===== src/rtl/uart_rx_byte.sv =====
// ============================================================================
//  uart_rx_byte
//  8N1 UART receiver: 16x oversampling, start-bit validation, 3-sample
//  majority vote per data bit, stop-bit check, line-break recovery.
//  Rev 1.0
// ============================================================================
`default_nettype none

module uart_rx_byte #(
  parameter int CLK_FREQ   = 30000000,
  parameter int BAUD       = 115200,
  parameter int OVERSAMPLE = 16,
  parameter int OS_DIV     = CLK_FREQ / (BAUD * OVERSAMPLE)
) (
  input  logic       sys_clk,
  input  logic       sys_rst_n,
  input  logic       uart_rx,
  output logic [7:0] rx_data,
  output logic       rx_valid,
  output logic       rx_busy,
  output logic       rx_frame_err
);

  localparam int TW = (OS_DIV > 1) ? $clog2(OS_DIV) : 1;
  localparam logic [TW-1:0] TICK_MAX = TW'(OS_DIV - 1);

  typedef enum logic [2:0] {
    ST_IDLE  = 3'd0,
    ST_START = 3'd1,
    ST_DATA  = 3'd2,
    ST_STOP  = 3'd3,
    ST_BREAK = 3'd4
  } state_t;

  state_t        state, state_n;
  logic          rx_meta, rx_s, rx_prev;
  logic [TW-1:0] tick_cnt;
  logic          os_tick;
  logic          start_edge;
  logic [3:0]    s, s_n;
  logic [2:0]    b, b_n;
  logic [2:0]    votes, votes_n;
  logic [7:0]    shreg, shreg_n;
  logic [7:0]    data_n;
  logic          valid_n, ferr_n;
  logic          maj;

  // Synchronizer and edge-history flops idle high so reset never looks like a start edge.
  always_ff @(posedge sys_clk or negedge sys_rst_n) begin
    if (!sys_rst_n) begin
      rx_meta <= 1'b1;
      rx_s    <= 1'b1;
      rx_prev <= 1'b1;
    end else begin
      rx_meta <= uart_rx;
      rx_s    <= rx_meta;
      rx_prev <= rx_s;
    end
  end

  assign start_edge = (state == ST_IDLE) && rx_prev && !rx_s;
  assign os_tick    = (tick_cnt == TICK_MAX);

  always_ff @(posedge sys_clk or negedge sys_rst_n) begin
    if (!sys_rst_n)
      tick_cnt <= '0;
    else if (start_edge || os_tick)
      tick_cnt <= '0;
    else
      tick_cnt <= tick_cnt + TW'(1);
  end

  assign maj     = (votes[0] & votes[1]) | (votes[0] & votes[2]) | (votes[1] & votes[2]);
  assign rx_busy = (state != ST_IDLE);

  always_comb begin
    state_n = state;
    s_n     = s;
    b_n     = b;
    votes_n = votes;
    shreg_n = shreg;
    data_n  = rx_data;
    valid_n = 1'b0;
    ferr_n  = 1'b0;
    case (state)
      ST_IDLE: begin
        if (start_edge) begin
          state_n = ST_START;
          s_n     = 4'd0;
        end
      end
      ST_START: begin
        if (os_tick) begin
          s_n = s + 4'd1;
          if (s == 4'd8 && rx_s) begin
            state_n = ST_IDLE;
          end else if (s == 4'd15) begin
            state_n = ST_DATA;
            b_n     = 3'd0;
          end
        end
      end
      ST_DATA: begin
        if (os_tick) begin
          s_n = s + 4'd1;
          if (s >= 4'd7 && s <= 4'd9)
            votes_n = {votes[1:0], rx_s};
          if (s == 4'd15) begin
            shreg_n = {maj, shreg[7:1]};
            if (b == 3'd7)
              state_n = ST_STOP;
            else
              b_n = b + 3'd1;
          end
        end
      end
      ST_STOP: begin
        if (os_tick) begin
          s_n = s + 4'd1;
          // Decide at mid stop bit so a back-to-back start edge is not missed.
          if (s == 4'd8) begin
            if (rx_s) begin
              data_n  = shreg;
              valid_n = 1'b1;
              state_n = ST_IDLE;
            end else begin
              ferr_n  = 1'b1;
              state_n = ST_BREAK;
              s_n     = 4'd0;
            end
          end
        end
      end
      ST_BREAK: begin
        if (!rx_s) begin
          s_n = 4'd0;
        end else if (os_tick) begin
          if (s == 4'd15)
            state_n = ST_IDLE;
          else
            s_n = s + 4'd1;
        end
      end
      default: state_n = ST_IDLE;
    endcase
  end

  always_ff @(posedge sys_clk or negedge sys_rst_n) begin
    if (!sys_rst_n) begin
      state        <= ST_IDLE;
      s            <= 4'd0;
      b            <= 3'd0;
      votes        <= 3'd0;
      shreg        <= 8'h00;
      rx_data      <= 8'h00;
      rx_valid     <= 1'b0;
      rx_frame_err <= 1'b0;
    end else begin
      state        <= state_n;
      s            <= s_n;
      b            <= b_n;
      votes        <= votes_n;
      shreg        <= shreg_n;
      rx_data      <= data_n;
      rx_valid     <= valid_n;
      rx_frame_err <= ferr_n;
    end
  end

endmodule

`default_nettype wire


===== config.mk =====
export PLATFORM = sky130hd
export DESIGN_NAME = uart_rx_byte
export DESIGN_NICKNAME = d
export VERILOG_FILES = /design/src/rtl/uart_rx_byte.sv
export SDC_FILE = /design/constraint.sdc
export NUM_CORES = 1
export LEC_CHECK = 0
export CAP_MARGIN = 25
export CELL_PAD_IN_SITES_DETAIL_PLACEMENT = 1
export CELL_PAD_IN_SITES_GLOBAL_PLACEMENT = 2
export CORE_UTILIZATION = 39
export DETAILED_ROUTE_END_ITERATION = 12
export GPL_ROUTABILITY_DRIVEN = 0
export PLACE_DENSITY_LB_ADDON = 0.3
export SLEW_MARGIN = 40
export SYNTH_ARGS = -nofsm -noshare
export SYNTH_HDL_FRONTEND = slang
export SYNTH_SLANG_ARGS = --single-unit

===== constraint.sdc =====
create_clock -name sys_clk -period 2.2 [get_ports sys_clk]
set_input_delay 0.44 -clock sys_clk [delete_from_list [all_inputs] [get_ports sys_clk]]
set_output_delay 0.44 -clock sys_clk [all_outputs]
set_load 0.05 [all_outputs]

Word level (Yosys, flattened, before mapping):

Cells that the tools add are included.
Widths: inputs -> output; s select.

* add/sub/neg operators: 3
* $lt $le $gt $ge: 2
* reductions and logical operators: 17
* mux-type cells: 38
* bitwise logic cells: 5
* equality and inequality tests: 25

Operator list (count)
* $mux 3: 18
* $mux 4: 9
* $ne 2x2->1 const B: 13
* $pmux 4 s4: 1
* $pmux 3 s5: 1
* $eq 4x4->1 const B: 3
* $reduce_and 11->1: 1
* $ne 3x3->1 const B: 3
* $add 4x1->4 const B: 2
* $mux 1: 8
* $reduce_and 7->1: 1
* $eq 3x2->1 const B: 2
* $eq 3x3->1 const B: 2
* $pmux 3 s2: 1
* $reduce_and 3->1: 2
* $reduce_and 6->1: 1
* $ge 4x3->1 const B: 1
* $le 4x4->1 const B: 1
* $logic_and 1x1->1: 4
* $reduce_and 4->1: 1
* $reduce_bool 4->1: 1
* $add 3x1->3 const B: 1
* $and 1x1->1: 3
* $eq 3x1->1 const B: 1
* other kinds (8): 9

* flip-flop bits (word level): 38
* logic and storage cells: 102

Logic depth before layout (Yosys ltp):

Gate-level depths: netlist of the first run.

* depth in word-level cells: 5
* depth in mapped cells: 7

Worst setup path before layout of the first run:

OpenSTA, ideal clock, no wires.

* kind: reg2reg
* start point: register s[0]
* end point: register b[0]
* setup slack: 0.361 ns
* period minus slack after synthesis: 1.839 ns
* buffers on the path: 0
* library setup time: 0.125 ns
* stages on the path, launching flop included: 8
* arrival time: 1.714 ns
* data required time: 2.075 ns
* cells stage by stage: dfrtp_1 inv_1 ha_1 and3b_1 a21o_1 o22a_1 nor3_4 mux2_4

* word-level cells in the longest chain between the ends: 4
* elaborated cells between the ends (all ways): 7
* classes of those cells: eq/ne: 5; reduce/logical: 2

RTL lines
* start: declaration: RTL line 40 `logic [3:0] s, s_n;`
* start signal: assignment: RTL line 160 `s <= s_n;`
* $eq 4x4->1: RTL line 95 `if (s == 4'd8 && rx_s) begin`
* $logic_and 1x1->1: RTL line 95
* $ne 2x2->1 (no line)
* $reduce_and 7->1 (no line) *
* end signal: assignment: RTL line 161 `b <= b_n;`
* end: declaration: RTL line 41 `logic [2:0] b, b_n;`

Mark *: on every way between the ends. The rest lies on a longest branch, timed or not.
A chain may end at the register's enable or synchronous reset.

Worst setup path after layout of the first run:

* start point: register state[1]
* end point: output rx_busy

* word-level cells in the longest chain between the ends: 1

RTL lines
* start: declaration: RTL line 35 `state_t state, state_n;`
* start signal: assignment: RTL line 159 `state <= state_n;`
* $reduce_bool 3->1: RTL line 74 `assign rx_busy = (state != ST_IDLE);`
* end: declaration: RTL line 20 `output logic rx_busy,`

Every way passes these cells.

==> results of run 1 <==
[registers in the layout (all words and copies together), names as in the netlist]
signal and cells:
rx_meta 1, rx_prev 1, state 3, rx_data 8, rx_valid 1, shreg 8
tick_cnt 4, b 3, rx_frame_err 1, votes 3, rx_s 1, s 4
[layout by cell type, fill, tap and decap left out, drive strengths merged, types with 2 or more instances in the layout]
master / n
dfrtp: 35
mux2: 21
nand2: 12
nor2: 12
clkdlybuf4s50: 11
o21ai: 9
clkbuf: 8
nor3: 8
inv: 7
nand3: 6
ha: 6
nand3b: 3
mux2i: 3
a21oi: 3
buf: 3
dfstp: 3
nand2b: 2
nor2b: 2
xnor2: 2
nand4: 2
and2b: 2
o22ai: 2
[worst max-delay path by stage]
stage	depth (start not counted)	to	slack (ns)	startpoint
2_1_floorplan	7	b[0]	0.36	s[0]
3_3_place_gp	7	b[0]	0.27	s[0]
3_5_place_dp	7	b[0]	0.21	s[0]
4_1_cts	2	rx_busy	0.17	state[1]
5_1_grt	6	s[3]	0.07	tick_cnt[0]
6_report	2	rx_busy	0.18	state[1]
[per-layer routing]
layer,share of wire,GRT usage,wire [microns]
met2,0.48,0.270,1820
met3,0.019,0.0549,71
met1,0.49,0.217,1860
met4,0.0084,0.0327,32
met5,0,0,0
[worst register-to-register path: stages, from the launching register on]
cell	delay (ns)
dfrtp_1	0.41
inv_1	0.08
ha_1	0.23
and3b_1	0.21
a21o_1	0.20
o22a_1	0.22
nor3_4	0.21
mux2_4	0.32
[logic make-up after synthesis]
group,count (synthesis)
buf+inv,14
xor+xnor,3
compound gates,26
fa+ha+maj,7
simple gates,53
mux,24
flops,38
[where the power goes]
group	total, mW	switching (mW)	internal (mW)
Clock	0.490	0.235	0.256
Sequential	1.00	0.199	0.804
Combinational	0.866	0.503	0.363
Total	2.36	0.937	1.42
[stage by stage]
step	power [mW]	hold slack, ns	worst slack, ns
after floorplan	1.71	0.144	0.361
after global placement	1.85	0.348	0.266
after detailed placement	1.89	0.354	0.212
after CTS	2.39	0.282	0.174
after global routing	2.55	0.132	0.0651
final	2.36	0.0999	0.182
[layout make-up]
| type | instances | area, sq um | area share |
|---|---|---|---|
| Tap cell | 52 | 65.1 | 0.0305 |
| Timing Repair Buffer | 14 | 133 | 0.0621 |
| Multi-Input combinational cell | 113 | 866 | 0.406 |
| Inverter | 7 | 26.3 | 0.0123 |
| Clock buffer | 8 | 90.1 | 0.0422 |
| Sequential cell | 38 | 955 | 0.447 |
==> results.md, run 1 <==
* Placed cell areas at 2040 sq um
* Nets@finish at 188
* Largest net degree at the start of global routing at 39
* WP data required at 1.76 ns
* Synth Net Count at 174
* Mux contribution to synthesized area at 0.143
* Critical-path cell list: or3_1 -> buf_4
* CTS buffer count at 5
* Max-cap violations at 0
* Post-DRT Antenna Nets at 0
* Area growth from synthesis to layout at 12.8%
* Initial antenna violation count at 0
* Crit-path leading delay family: flip-flops
* Synth Area in Compound Gates at 0.0939
* GRT overflow at 0
* Setup bufs post-CTS at 0
* Critical Path Max Stage Delay at 0.60 ns
* Crit path kind: flip-flop to output pin
* Final Setup Violations at 0
* Unique masters post-synth at 47
* Power Density at 1110 nW/um^2
* Die height at 71.7 microns
* EDFF count, synth at 0
* I/O Pins at 14
* Pins Over Slew Limit at 0
* Synthesized flop and latch total at 38
* H-tree levels at 2
* Setup Skew at 0.00388 ns
* Peak fanout along the critical path at 20
* Starting Density at 0.420
* Reg-to-Reg End: b[0]
* Finished Cell Area at 2130 sq um
* First-pass GRT wire length at 6.57 mm
* Vias/cell at 5.50
* Max-slew headroom at 0.600
* RR Startpoint: s[0]
* Filler Cells Inserted at 483
* CORE AREA at 4500 sq um
* # diodes at 0
* Worst path bufs/invs at 1
* Average size of a mapped cell at 11.5 sq um
* # DRC at 0
* CTS max path bufs at 2
* CTS clk-pin slew, worst paths at 0.07 ns
* Total Routing Usage GR at 0.166
* Slew @ Worst Pin at 0.600 ns
* Post-route insts no fill at 232
* Xor/xnor share of the synthesized area at 0.0139
* Static leakage at 0.967 nW
* Yosys top cell area share at 0.463
* Routed via count at 1277
* Synth warn at 0
* # clock sinks at 38
* Clock Latency Late Sink at 0.29 ns
* FF-to-FF setup slack at 0.21 ns
* Dominant synthesized flop cell: dfrtp_1
* Fin util at 0.474
* RSZ-0062 raised after global routing: false
* Peak VDD IR at 0.532 mV
* Drt pass-1 iters at 4
* Post-Route WL at 3.79 mm
* Number of global-route vias before repair at 1372
* Inst Count DP at 224
* Fmax at 495 MHz
* Sequential cell area fraction in the yosys report at 0.504
* Post-synthesis instance total at 165
* Rows at 24
* Asr flop ratio synth at 1.00
* Avg WL per Cell at 16.3 microns
* Worst Reg-to-Reg Cells at 7
* Post-synthesis simple-gate area fraction at 0.162
* Die X at 71.7 microns
* Main combinational cell family by area after synthesis: simple AND/OR/NAND/NOR gates
* CP max stage cell: dfrtp_1
* Worst setup EP type: output pin
* Port Buffers at 13
* Worst min-delay path class: input pin to asynchronous set/reset pin
* Hold_buf cts at 0
* Cell taking the most area after synthesis: dfrtp_1
* Startpoint types: flip-flop
* Post-Syn Area at 1890 sq um
* Top cells by area, synth: dfrtp_1 46%, mux2_2 11%, dfstp_2 4.2%, ha_1 4.0%, nand2_1 2.4%
* Full die area at 5140 sq um
* Critical Path AT at 1.58 ns
* Post-route clock period utilization at 0.917
* Setup TNS Final at 0 ns
* HPWL after DPL at 2.70 mm
* 1st-iter DRT viols at 73
* Post-CTS Resized at 0
* Top-count cell post-synth: dfrtp_1
* Tmin final at 2.02 ns
* Layout cell share with drive strength beyond 1 at 0.222
* CTS tree: built
* Commonest cells in the netlist: 35 x dfrtp_1, 19 x mux2_2, 12 x nand2_1
* Root Buffer: clkbuf_8
* Fin. Hold Viols at 0
* Outcome: finished, final reports clean
* Synth Area in Adders at 0.0449
No activity file was read; power rests on OpenSTA's default activity.
==> run 2: changes to the inputs <==
Settings changed: PLACE_DENSITY set to 0.74, PLACE_DENSITY_LB_ADDON 0.3 to unset.
==> results.md, run 2 (synthesis results as in run 1) <==
* CORE AREA at 4500 sq um (unchanged)
* Post-DRT Antenna Nets at 0 (unchanged)
* Starting Density at 0.420 (unchanged)
* Root Buffer: clkbuf_8 (unchanged)
* 1st-iter DRT viols at 90 (was 73)
* Drt pass-1 iters at 4 (unchanged)
* Fmax at 501 MHz (was 495 MHz)
* CTS max path bufs at 2 (unchanged)
* Largest net degree at the start of global routing at 39 (unchanged)
* Final Setup Violations at 0 (unchanged)
* Worst path bufs/invs at 1 (unchanged)
* Worst min-delay path class: input pin to asynchronous set/reset pin (unchanged)
* Max-cap violations at 0 (unchanged)
* Avg WL per Cell at 16.7 microns (was 16.3 microns)
* Crit path kind: flip-flop to flip-flop (was flip-flop to output pin)
* Tmin final at 1.99 ns (was 2.02 ns)
* Switch Pwr at 0.956 mW (was 0.937 mW)
* Worst setup EP type: flip-flop (was output pin)
* HPWL after DPL at 2.78 mm (was 2.70 mm)
* Critical Path Max Stage Delay at 0.41 ns (was 0.60 ns)
* CTS buffer count at 5 (unchanged)
* Int Power at 1.42 mW (about the same)
* Initial antenna violation count at 0 (unchanged)
* Critical Path AT at 2.18 ns (was 1.58 ns)
* I/O Pins at 14 (unchanged)
* Vias/cell at 5.60 (was 5.50)
* Peak fanout along the critical path at 5 (was 20)
* Power share of the clock group at 0.212 (was 0.208)
* Full die area at 5140 sq um (unchanged)
* Post-route clock period utilization at 0.907 (was 0.917)
* Die height at 71.7 microns (unchanged)
* Crit-path leading delay family: compound AO/OA/AOI/OAI gates (was flip-flops)
* WP data required at 2.38 ns (was 1.76 ns)
* Routed via count at 1305 (was 1277)
* CP max stage cell: dfrtp_1 (unchanged)
* # DRC at 0 (unchanged)
* Total Routing Usage GR at 0.175 (was 0.166)
* # diodes at 0 (unchanged)
* Most frequent cells in the layout: 34 x dfrtp_1, 19 x mux2_2, 12 x nand2_1 (was 35 x dfrtp_1, 19 x mux2_2, 12 x nand2_1)
* Placed cell areas at 2050 sq um (was 2040 sq um)
* CTS clk-pin slew, worst paths at 0.08 ns (was 0.07 ns)
* Hold Slack at 0.182 ns (was 0.0999 ns)
* Post-Place Setup Slack at 0.196 ns (was 0.212 ns)
* Setup TNS Final at 0 ns (unchanged)
* Sw Ratio at 0.402 (was 0.397)
* Startpoint types: flip-flop (unchanged)
* Outcome: finished, final reports clean (unchanged)
* # clock sinks at 38 (unchanged)
* Slew @ Worst Pin at 0.550 ns (was 0.600 ns)
* Area growth from synthesis to layout at 13.4% (was 12.8%)
* Clock Latency Late Sink at 0.29 ns (about the same)
* Post-CTS Resized at 0 (unchanged)
* Static leakage at 0.972 nW (was 0.967 nW)
* First-pass GRT wire length at 6.80 mm (was 6.57 mm)
* Setup bufs post-CTS at 0 (unchanged)
* Die X at 71.7 microns (unchanged)
* Max-slew headroom at 0.632 (was 0.600)
* Commonest non-fill, non-tap cell in the layout: dfrtp_1 (unchanged)
* Power Density at 1110 nW/um^2 (about the same)
* Setup Skew at 0.00775 ns (was 0.00388 ns)
* Final Worst Setup Slack at 0.205 ns (was 0.182 ns)
* Nets@finish at 189 (was 188)
* CTS tree: built (unchanged)
* Largest registers: rx_data x8, shreg x8 (unchanged)
* Pins Over Slew Limit at 0 (unchanged)
* Inst Count DP at 225 (was 224)
* Peak VDD IR at 0.407 mV (was 0.532 mV)
* Layout cell share with drive strength beyond 1 at 0.243 (was 0.222)
* Port Buffers at 13 (unchanged)
* Finished Cell Area at 2150 sq um (was 2130 sq um)
* Number of global-route vias before repair at 1417 (was 1372)
* H-tree levels at 2 (unchanged)
* Seq pwr share at 0.422 (was 0.425)
* Fin. Hold Viols at 0 (unchanged)
* GRT overflow at 0 (unchanged)
* Rows at 24 (unchanged)
* RSZ-0062 raised after global routing: false (unchanged)
* Hold_buf cts at 0 (unchanged)
* Critical-path cell list: inv_1 -> ha_1 -> and3b_1 -> a21o_1 -> o22a_1 -> nor3_4 -> mux2_4 (was or3_1 -> buf_4)
* Post-route insts no fill at 233 (was 232)
* Post-Route WL at 3.90 mm (was 3.79 mm)
* Part of the power in combinational logic at 0.366 (was 0.367)
==> run 2: cell types whose count changed in the layout (fill, tap and decap cells not counted), sizes merged <==
| cell | before | now |
|---|---|---|
| clkinv | 0 | 1 |
| clkbuf | 8 | 6 |
| buf | 3 | 4 |
| clkinvlp | 0 | 1 |
==> run 2: metrics by stage <==
stage | power [mW] | utilization
finish | 2.38 | 0.476
global route | 2.57 | 0.476
CTS | 2.41 | 0.476
detailed placement | 1.90 | 0.455
global placement | 1.86 | 0.455
floorplan | 1.71 | -
==> run 2: worst paths after layout <==
check	startpoint	endpoint	slack (ns)	cells after the start
min	sys_rst_n	state[2]	0.18	2
max reg2reg	s[0]	b[0]	0.21	7
max in group asynchronous	sys_rst_n	rx_meta	1.66	2
min reg2reg	rx_meta	rx_s	0.36	0
min in group sys_clk	rx_meta	rx_s	0.36	0
max	s[0]	b[0]	0.21	7
==> run 2: final cells by class <==
cell class,count,area (sq um)
clock buffer,6,82.6
clock inverter,2,12.5
fill,490,2360
inverter,7,26.3
multi-input combinational,113,866
sequential,38,956
tap,52,65.1
timing repair buffer,15,138
==> run 2: worst reg2reg max path, cell delays in order (launching register included) <==
cell and delay, ns:
dfrtp_1 0.41, inv_1 0.08, ha_1 0.22, and3b_1 0.20, a21o_1 0.21, o22a_1 0.22, nor3_4 0.21, mux2_4 0.32
==> run 2: power groups by stage <==
stage	Combinational [mW]	Sequential (mW)	Clock, mW
CTS	0.884	1.00	0.523
global route	0.991	1.03	0.548
global placement	0.853	1.00	0
detailed placement	0.880	1.02	0
finish	0.870	1.00	0.504
floorplan	0.827	0.882	0
==> run 2: per-layer routing <==
layer	vias up	global-route usage	wire [microns]
met5	-	0	0
met4	0	0.0458	30
met3	4	0.0464	90
met2	13	0.296	1980
met1	672	0.223	1790
li1	616	-	-
==> run 3: changes to the inputs <==
Settings changed: CELL_PAD_IN_SITES_DETAIL_PLACEMENT 1 to 0, CELL_PAD_IN_SITES_GLOBAL_PLACEMENT 2 to 1, CORE_UTILIZATION 39 to 50, PLACE_DENSITY 0.74 to 0.8.
Clock period 2.2 ns to 2.3 ns, I/O delays scaled along.
==> results.md, run 3 (synthesis results as in run 1) <==
* Drt pass-1 iters at 4 (unchanged)
* Fmax at 489 MHz
* Vias/cell at 5.65 (was 5.60)
* Largest registers: rx_data x8, shreg x8 (unchanged)
* Worst Reg-to-Reg Cells at 7 (unchanged)
* Power Density at 1130 nW/um^2 (was 1110 nW/um^2)
* # clock sinks at 38 (unchanged)
* Peak VDD IR at 0.647 mV (was 0.407 mV)
* RSZ-0062 raised after global routing: false (unchanged)
* # DRC at 0 (unchanged)
* Worst min-delay path class: input pin to asynchronous set/reset pin (unchanged)
* Crit path kind: flip-flop to output pin (was flip-flop to flip-flop)
* Root Buffer: clkbuf_8 (unchanged)
* Setup TNS Final at 0 ns (unchanged)
* Initial antenna violation count at 0 (unchanged)
* CTS tree: built (unchanged)
* HPWL after DPL at 2.40 mm (was 2.78 mm)
* Clock Latency Late Sink at 0.29 ns (about the same)
* WP data required at 1.84 ns (was 2.38 ns)
* First-pass GRT wire length at 5.73 mm (was 6.80 mm)
* 1st-iter DRT viols at 87 (was 90)
* H-tree levels at 2 (unchanged)
* Die height at 63.5 microns (was 71.7 microns)
* Pins Over Slew Limit at 0 (unchanged)
* CORE AREA at 3470 sq um (was 4500 sq um)
* Starting Density at 0.546 (was 0.420)
* Tmin final at 2.04 ns
* Worst setup EP type: output pin (was flip-flop)
* Nets@finish at 188 (was 189)
* Outcome: finished, final reports clean (unchanged)
* Peak fanout along the critical path at 20 (was 5)
* Setup bufs post-CTS at 0 (unchanged)
* Avg WL per Cell at 15.1 microns (was 16.7 microns)
* Port Buffers at 13 (unchanged)
* Final Setup Violations at 0 (unchanged)
* Full die area at 4040 sq um (was 5140 sq um)
* Total Routing Usage GR at 0.190 (was 0.175)
* Commonest non-fill, non-tap cell in the layout: dfrtp_1 (unchanged)
* Tot Pwr at 2.47 mW (was 2.38 mW)
* Largest net degree at the start of global routing at 39 (unchanged)
* CTS buffer count at 5 (unchanged)
* # diodes at 0 (unchanged)
* Post-DRT Antenna Nets at 0 (unchanged)
* Die X at 63.5 microns (was 71.7 microns)
* Static leakage at 0.993 nW (was 0.972 nW)
* Fin. Hold Viols at 0 (unchanged)
* Layout cell share with drive strength beyond 1 at 0.233 (was 0.243)
* Number of global-route vias before repair at 1210 (was 1417)
* Critical Path AT at 1.58 ns (was 2.18 ns)
* Area growth from synthesis to layout at 15.1% (was 13.4%)
* Post-Route WL at 3.41 mm (was 3.90 mm)
* I/O Pins at 14 (unchanged)
* GRT overflow at 0 (unchanged)
* CTS max path bufs at 2 (unchanged)
* Slew @ Worst Pin at 0.574 ns (was 0.550 ns)
* Rows at 21 (was 24)
* Most frequent cells in the layout: 35 x dfrtp_1, 19 x mux2_2, 12 x nand2_1 (was 34 x dfrtp_1, 19 x mux2_2, 12 x nand2_1)
* Max-cap violations at 0 (unchanged)
* CTS clk-pin slew, worst paths at 0.07 ns (was 0.08 ns)
* Routed via count at 1277 (was 1305)
* Setup Skew at 0.00251 ns (was 0.00775 ns)
* Post-CTS Resized at 0 (unchanged)
* Hold_buf cts at 0 (unchanged)
* Startpoint types: flip-flop (unchanged)
* Max-slew headroom at 0.617 (was 0.632)
* Post-route clock period utilization at 0.889
==> run 3: stage by stage <==
step | hold WS [ns] | util | setup slack (ns) | area [sq um] | instances
after floorplan | 0.164 | - | 0.461 | 1890 | 165
after global routing | 0.162 | 0.628 | 0.181 | 2180 | 226
after global placement | 0.349 | 0.587 | 0.367 | 2030 | 218
after CTS | 0.293 | 0.628 | 0.258 | 2180 | 226
after detailed placement | 0.349 | 0.587 | 0.321 | 2030 | 218
final | 0.118 | 0.628 | 0.255 | 2180 | 226
==> run 3: path summary, 6_finish.rpt <==
| check | startpoint | to | slack (ns) |
|---|---|---|---|
| min | sys_rst_n | state[1] | 0.12 |
| max | state[1] | rx_busy | 0.26 |
| min in group sys_clk | rx_meta | rx_s | 0.36 |
| max reg2reg | s[0] | b[0] | 0.32 |
| min reg2reg | rx_meta | rx_s | 0.36 |
| max in group asynchronous | sys_rst_n | rx_s | 1.83 |
==> run 3: critical path: stages, from the launching register on <==
cell and delay, ns:
dfrtp_1 0.59, or3_1 0.49, buf_4 0.21
==> run 3: layout make-up <==
class                           count  area [sq um]
Sequential cell                    38           955
Multi-Input combinational cell    113           866
Tap cell                           46          57.6
Fill cell                         286          1290
Inverter                            7          26.3
Clock buffer                        6          82.6
Timing Repair Buffer               14           133
Clock inverter                      2          60.1
==> run 3: routing by layer <==
layer	up-vias	global-route usage	routed length (microns)
li1	617	-	-
met1	624	0.247	1600
met2	29	0.291	1610
met3	7	0.0543	137
met4	0	0.0852	65
met5	-	0	0
==> run 3: power breakdown <==
| group | leakage, nW | switching (mW) | internal (mW) |
|---|---|---|---|
| sequential | 0.503 | 0.187 | 0.770 |
| clock | 0.0714 | 0.231 | 0.462 |
| combinational | 0.418 | 0.475 | 0.346 |
| total | 0.993 | 0.894 | 1.58 |
==> RTL change 1, RTL diff (flow settings as in run 2) <==
`BAUD`: 115200 -> 57600.
--- a/src/rtl/uart_rx_byte.sv
+++ b/src/rtl/uart_rx_byte.sv
@@ -8,7 +8,7 @@
 
 module uart_rx_byte #(
   parameter int CLK_FREQ   = 30000000,
-  parameter int BAUD       = 115200,
+  parameter int BAUD       = 57600,
   parameter int OVERSAMPLE = 16,
   parameter int OS_DIV     = CLK_FREQ / (BAUD * OVERSAMPLE)
 ) (
Function: no difference found for any inputs over 10 cycles, from zero or initial values and one cycle with sys_rst_n low; that may be too few to reach the edited logic, so the function may still have changed.
==> RTL change 1 against run 2 <==
Final area decreased by 1.5%; worst setup slack got worse by 0.030 ns; area after synthesis is 7.3% lower; clock skew about the same; count of clock-buffer cells in the layout unchanged; final cell count fell by 4.7%; routed wire length fell by 6.5%; sequential cell count rose by 1.
Power is not compared: it rests on default switching activity, and its combinational part moved more than twofold at a synthesized area within 25%.
==> RTL change 1: results (changes against run 2) <==
** Finish
- Register share of the cell area :: 0.463 (+0.0178)
- The non-clock buffer area fraction after layout was 0.0793 (+0.0152).
- Layout buffer count excluding clock buffers :: 19 (+4)
- The share of final-layout standard cells stronger than drive strength 1 was 0.259 (+0.0157).
- Inverters, non-clock :: 3 (-4)
- The fraction of area in clock buffers and inverters came to 0.0627 (+0.0184).
- Largest registers :: rx_data (8), shreg (8), tick_cnt (5)
- Multi-input gates :: 101 (-11%)

** Outcome
- The flow ran to the end, and the final reports show no timing, DRC or antenna violations.

** Global route
- Number of global-route vias before repair :: 1277 (-9.9%)
- The routing usage on met2 came to 0.271 (-0.0248).
- GR Util All Layers :: 0.170 (-0.00460)
- Pin count of the biggest net entering global routing :: 28 (-28%)

** Detailed routing
- The total routed wirelength came to 3.64 mm (-6.5%).
- The average wire per standard cell came to 16.4 um (-1.9%).
- The routed length on met1 was 1.75 mm (-2.5%).
- Vias per std cell :: 5.38 (-4.0%)

** Yosys
- The distinct cell type count after synthesis came to 37 (-21%).
- The commonest cells after synthesis are sky130_fd_sc_hd__dfrtp_1, sky130_fd_sc_hd__mux2_2, sky130_fd_sc_hd__nor2_1.
- FF+latch count, synth :: 39 (+2.6%)
- The mean post-synth cell area came to 12.0 um2 (+4.7%).

** Worst setup path
- Critical R2R Capture :: s[3]$_DFFE_PN0P_
- In this run the worst setup path terminates at s[3]$_DFFE_PN0P_.

** Placed design
- The final HPWL from detailed placement was 2.61 mm (-6.0%).
- Placed Cells :: 213 (-5.3%)

** STA
- Worst-case clock skew :: 0.00821 ns (+0.000454 ns)
==> RTL change 1: changes by cell type after synthesis, moves of 3 or more <==
cell and change:
sky130_fd_sc_hd__a21oi_1 -3, sky130_fd_sc_hd__inv_1 -4, sky130_fd_sc_hd__mux2i_1 -3, sky130_fd_sc_hd__nor3_1 -3, sky130_fd_sc_hd__o21ai_0 +3
==> RTL change 1: per-stage QoR <==
stage          area, um2  total power [uW]  setup WS, ns
2_1_floorplan       1750              1150         0.154
3_3_place_gp        1960              1250         0.155
3_5_place_dp        1960              1270         0.131
4_1_cts             2100              1990         0.118
5_1_grt             2110              2100      -0.00772
6_report            2110              1980         0.175
==> RTL change 1: power breakdown <==
group / switching [uW] / internal, uW / total (uW) / leakage (uW)
Sequential: 80.2 / 799 / 879 / 0.000510
Combinational: 216 / 172 / 388 / 0.000404
Clock: 257 / 454 / 710 / 0.0000654
Total: 553 / 1420 / 1980 / 0.000979
==> RTL change 1: cells by family (layout without fill, tap and decap cells) <==
| family | Yosys count | count (layout) | synth area share |
|---|---|---|---|
| xor gates and xnor gates | 2 | 2 | 0.00999 |
| DFF | 39 | 39 | 0.558 |
| muxes | 20 | 20 | 0.128 |
| buffers and inverters | 6 | 30 | 0.0150 |
| and+or+nand+nor | 45 | 45 | 0.130 |
| adders and majority gates | 8 | 8 | 0.0556 |
| AOI/OAI and AO/OA | 26 | 26 | 0.103 |
==> RTL change 1: critical path, cell delays in order, from the launching register on <==
cell	delay, ns
sky130_fd_sc_hd__dfrtp_1	0.44
sky130_fd_sc_hd__ha_1	0.27
sky130_fd_sc_hd__and3_1	0.25
sky130_fd_sc_hd__o211ai_1	0.24
sky130_fd_sc_hd__o221ai_2	0.19
sky130_fd_sc_hd__or2_1	0.27
sky130_fd_sc_hd__o311ai_1	0.27
==> RTL change 2, RTL diff (flow settings as in run 2) <==
Without the edit above. Re-encode `state_t` (5 states) as Gray code, 3 bits wide.
--- a/src/rtl/uart_rx_byte.sv
+++ b/src/rtl/uart_rx_byte.sv
@@ -25,11 +25,11 @@
   localparam logic [TW-1:0] TICK_MAX = TW'(OS_DIV - 1);
 
   typedef enum logic [2:0] {
-    ST_IDLE  = 3'd0,
-    ST_START = 3'd1,
-    ST_DATA  = 3'd2,
-    ST_STOP  = 3'd3,
-    ST_BREAK = 3'd4
+    ST_IDLE  = 3'b000,
+    ST_START = 3'b001,
+    ST_DATA  = 3'b011,
+    ST_STOP  = 3'b010,
+    ST_BREAK = 3'b110
   } state_t;
 
   state_t        state, state_n;
Check against the original RTL: no difference found for any inputs over 10 cycles, from zero or initial values and one cycle with sys_rst_n low; not proved beyond that.
==> RTL change 2 against run 2 <==
The flow now finishes with violations (design-rule violations); via count increased by 3.4%; hold slack got worse by 0.087 ns; final area decreased by 1.8%; critical endpoint is now shreg[0]$_DFFE_PN0P_; sequential share of layout area increased by 0.76 points; largest cell class unchanged; non-clock buffer count increased by 2; worst setup slack got worse by 0.0076 ns; count of clock-buffer cells in the layout unchanged; sequential cell count unchanged; area after synthesis decreased by 2.6%; routed wire length increased by 5.5%.
Power is not compared: it rests on default switching activity, and its combinational part moved more than twofold at a synthesized area within 25%.
==> RTL change 2: results (changes against run 2) <==
** Global route
- Met3 GRT Util :: 0.0484 (+0.00202)
- The number of global-route vias before repair is 1452 (+2.5%).
- The routing usage on met2 is 0.304 (+0.00889).
- The first-pass GRT wire length is 7.22 mm (+6.1%).
- The largest net degree at the start of global routing is 22 (-44%).
- Fraction of met1 tracks used by global routing :: 0.245 (+0.0224)

** Worst setup path
- Type of element capturing the critical path :: register
- The largest fanout on the critical path is 8 (+3).
- Worst r2r src :: tick_cnt[0]$_DFF_PN0_
- Crit path from :: tick_cnt[0]$_DFF_PN0_
- The kind of cell with the highest combined delay along the critical path is simple AND/OR/NAND/NOR gates.
- The highest cell delay on the worst timing path was 0.43 ns (+0.02 ns).
- Critical R2R Capture :: shreg[0]$_DFFE_PN0P_
- On the critical path, the stage with the largest delay is an instance of sky130_fd_sc_hd__and3_1.

** Yosys
- Top post-synthesis cells by count :: sky130_fd_sc_hd__dfrtp_1, sky130_fd_sc_hd__mux2_2, sky130_fd_sc_hd__nor2_1
- Cell variety after synth :: 44 (-6.4%)
- The share of synthesized area occupied by flip-flops and latches came to 0.518 (+0.0137).
- Sorting the synthesized cells by area gives the leading types as sky130_fd_sc_hd__dfrtp_1, sky130_fd_sc_hd__mux2_2, sky130_fd_sc_hd__dfstp_2, sky130_fd_sc_hd__ha_1, sky130_fd_sc_hd__o21ai_0.

** Detailed routing
- The total number of vias is 1349 (+3.4%).
- Routed length on met1 :: 1.88 mm (+4.6%)
- The sum of met3 wire segment lengths after detailed routing was 167 um (+86%).
- Number of remaining DRC errors :: 4 (+4)
- DRT iter0 DRCs :: 56 (-38%)
- Pre-antenna DRT Iters :: 8 (+4)
- WL final :: 4.11 mm (+5.5%)
- WL met2 :: 2.00 mm (+1.0%)
- Vias per std cell :: 5.79 (+3.4%)

** Outcome
- The flow ran to the end, but the final reports show violations.
- Violated checks :: design-rule violations

** STA
- The minimum clock period was 2.00 ns (+0.00761 ns).
- Worst-case clock skew :: 0.00850 ns (+0.000751 ns)
- Transition time of the tightest slew-check pin :: 0.538 ns (-0.0117 ns)
- Post-route worst hold slack :: 0.0948 ns (-0.0870 ns)

** Finish
- The share of final-layout standard cells stronger than drive strength 1 was 0.210 (-0.0331).
RTL change 2: cells by family after synthesis:
| group | after synthesis | share of synthesized area |
|---|---|---|
| AOI/OAI and AO/OA | 32 | 0.125 |
| xor gates and xnor gates | 2 | 0.00951 |
| adders and majority gates | 7 | 0.0462 |
| buffers and inverters | 15 | 0.0387 |
| DFF | 38 | 0.518 |
| muxes | 19 | 0.115 |
| and+or+nand+nor | 52 | 0.147 |
RTL change 2: worst min path at each step:
stage | endpoint
after CTS | state[1]$_DFFE_PN0P_
after global routing | shreg[6]$_DFFE_PN0P_
after floorplan | b[0]$_DFFE_PN0P_
after detailed placement | rx_s$_DFF_PN1_
final | state[1]$_DFFE_PN0P_
after global placement | rx_s$_DFF_PN1_
RTL change 2: cell type report:
cell class	count	area, um2
clock inverter	2	10.0
sequential	38	955
clock buffer	6	72.6
inverter	6	22.5
multi-input combinational	112	817
tap	52	65.1
fill	485	2340
timing repair buffer	17	165
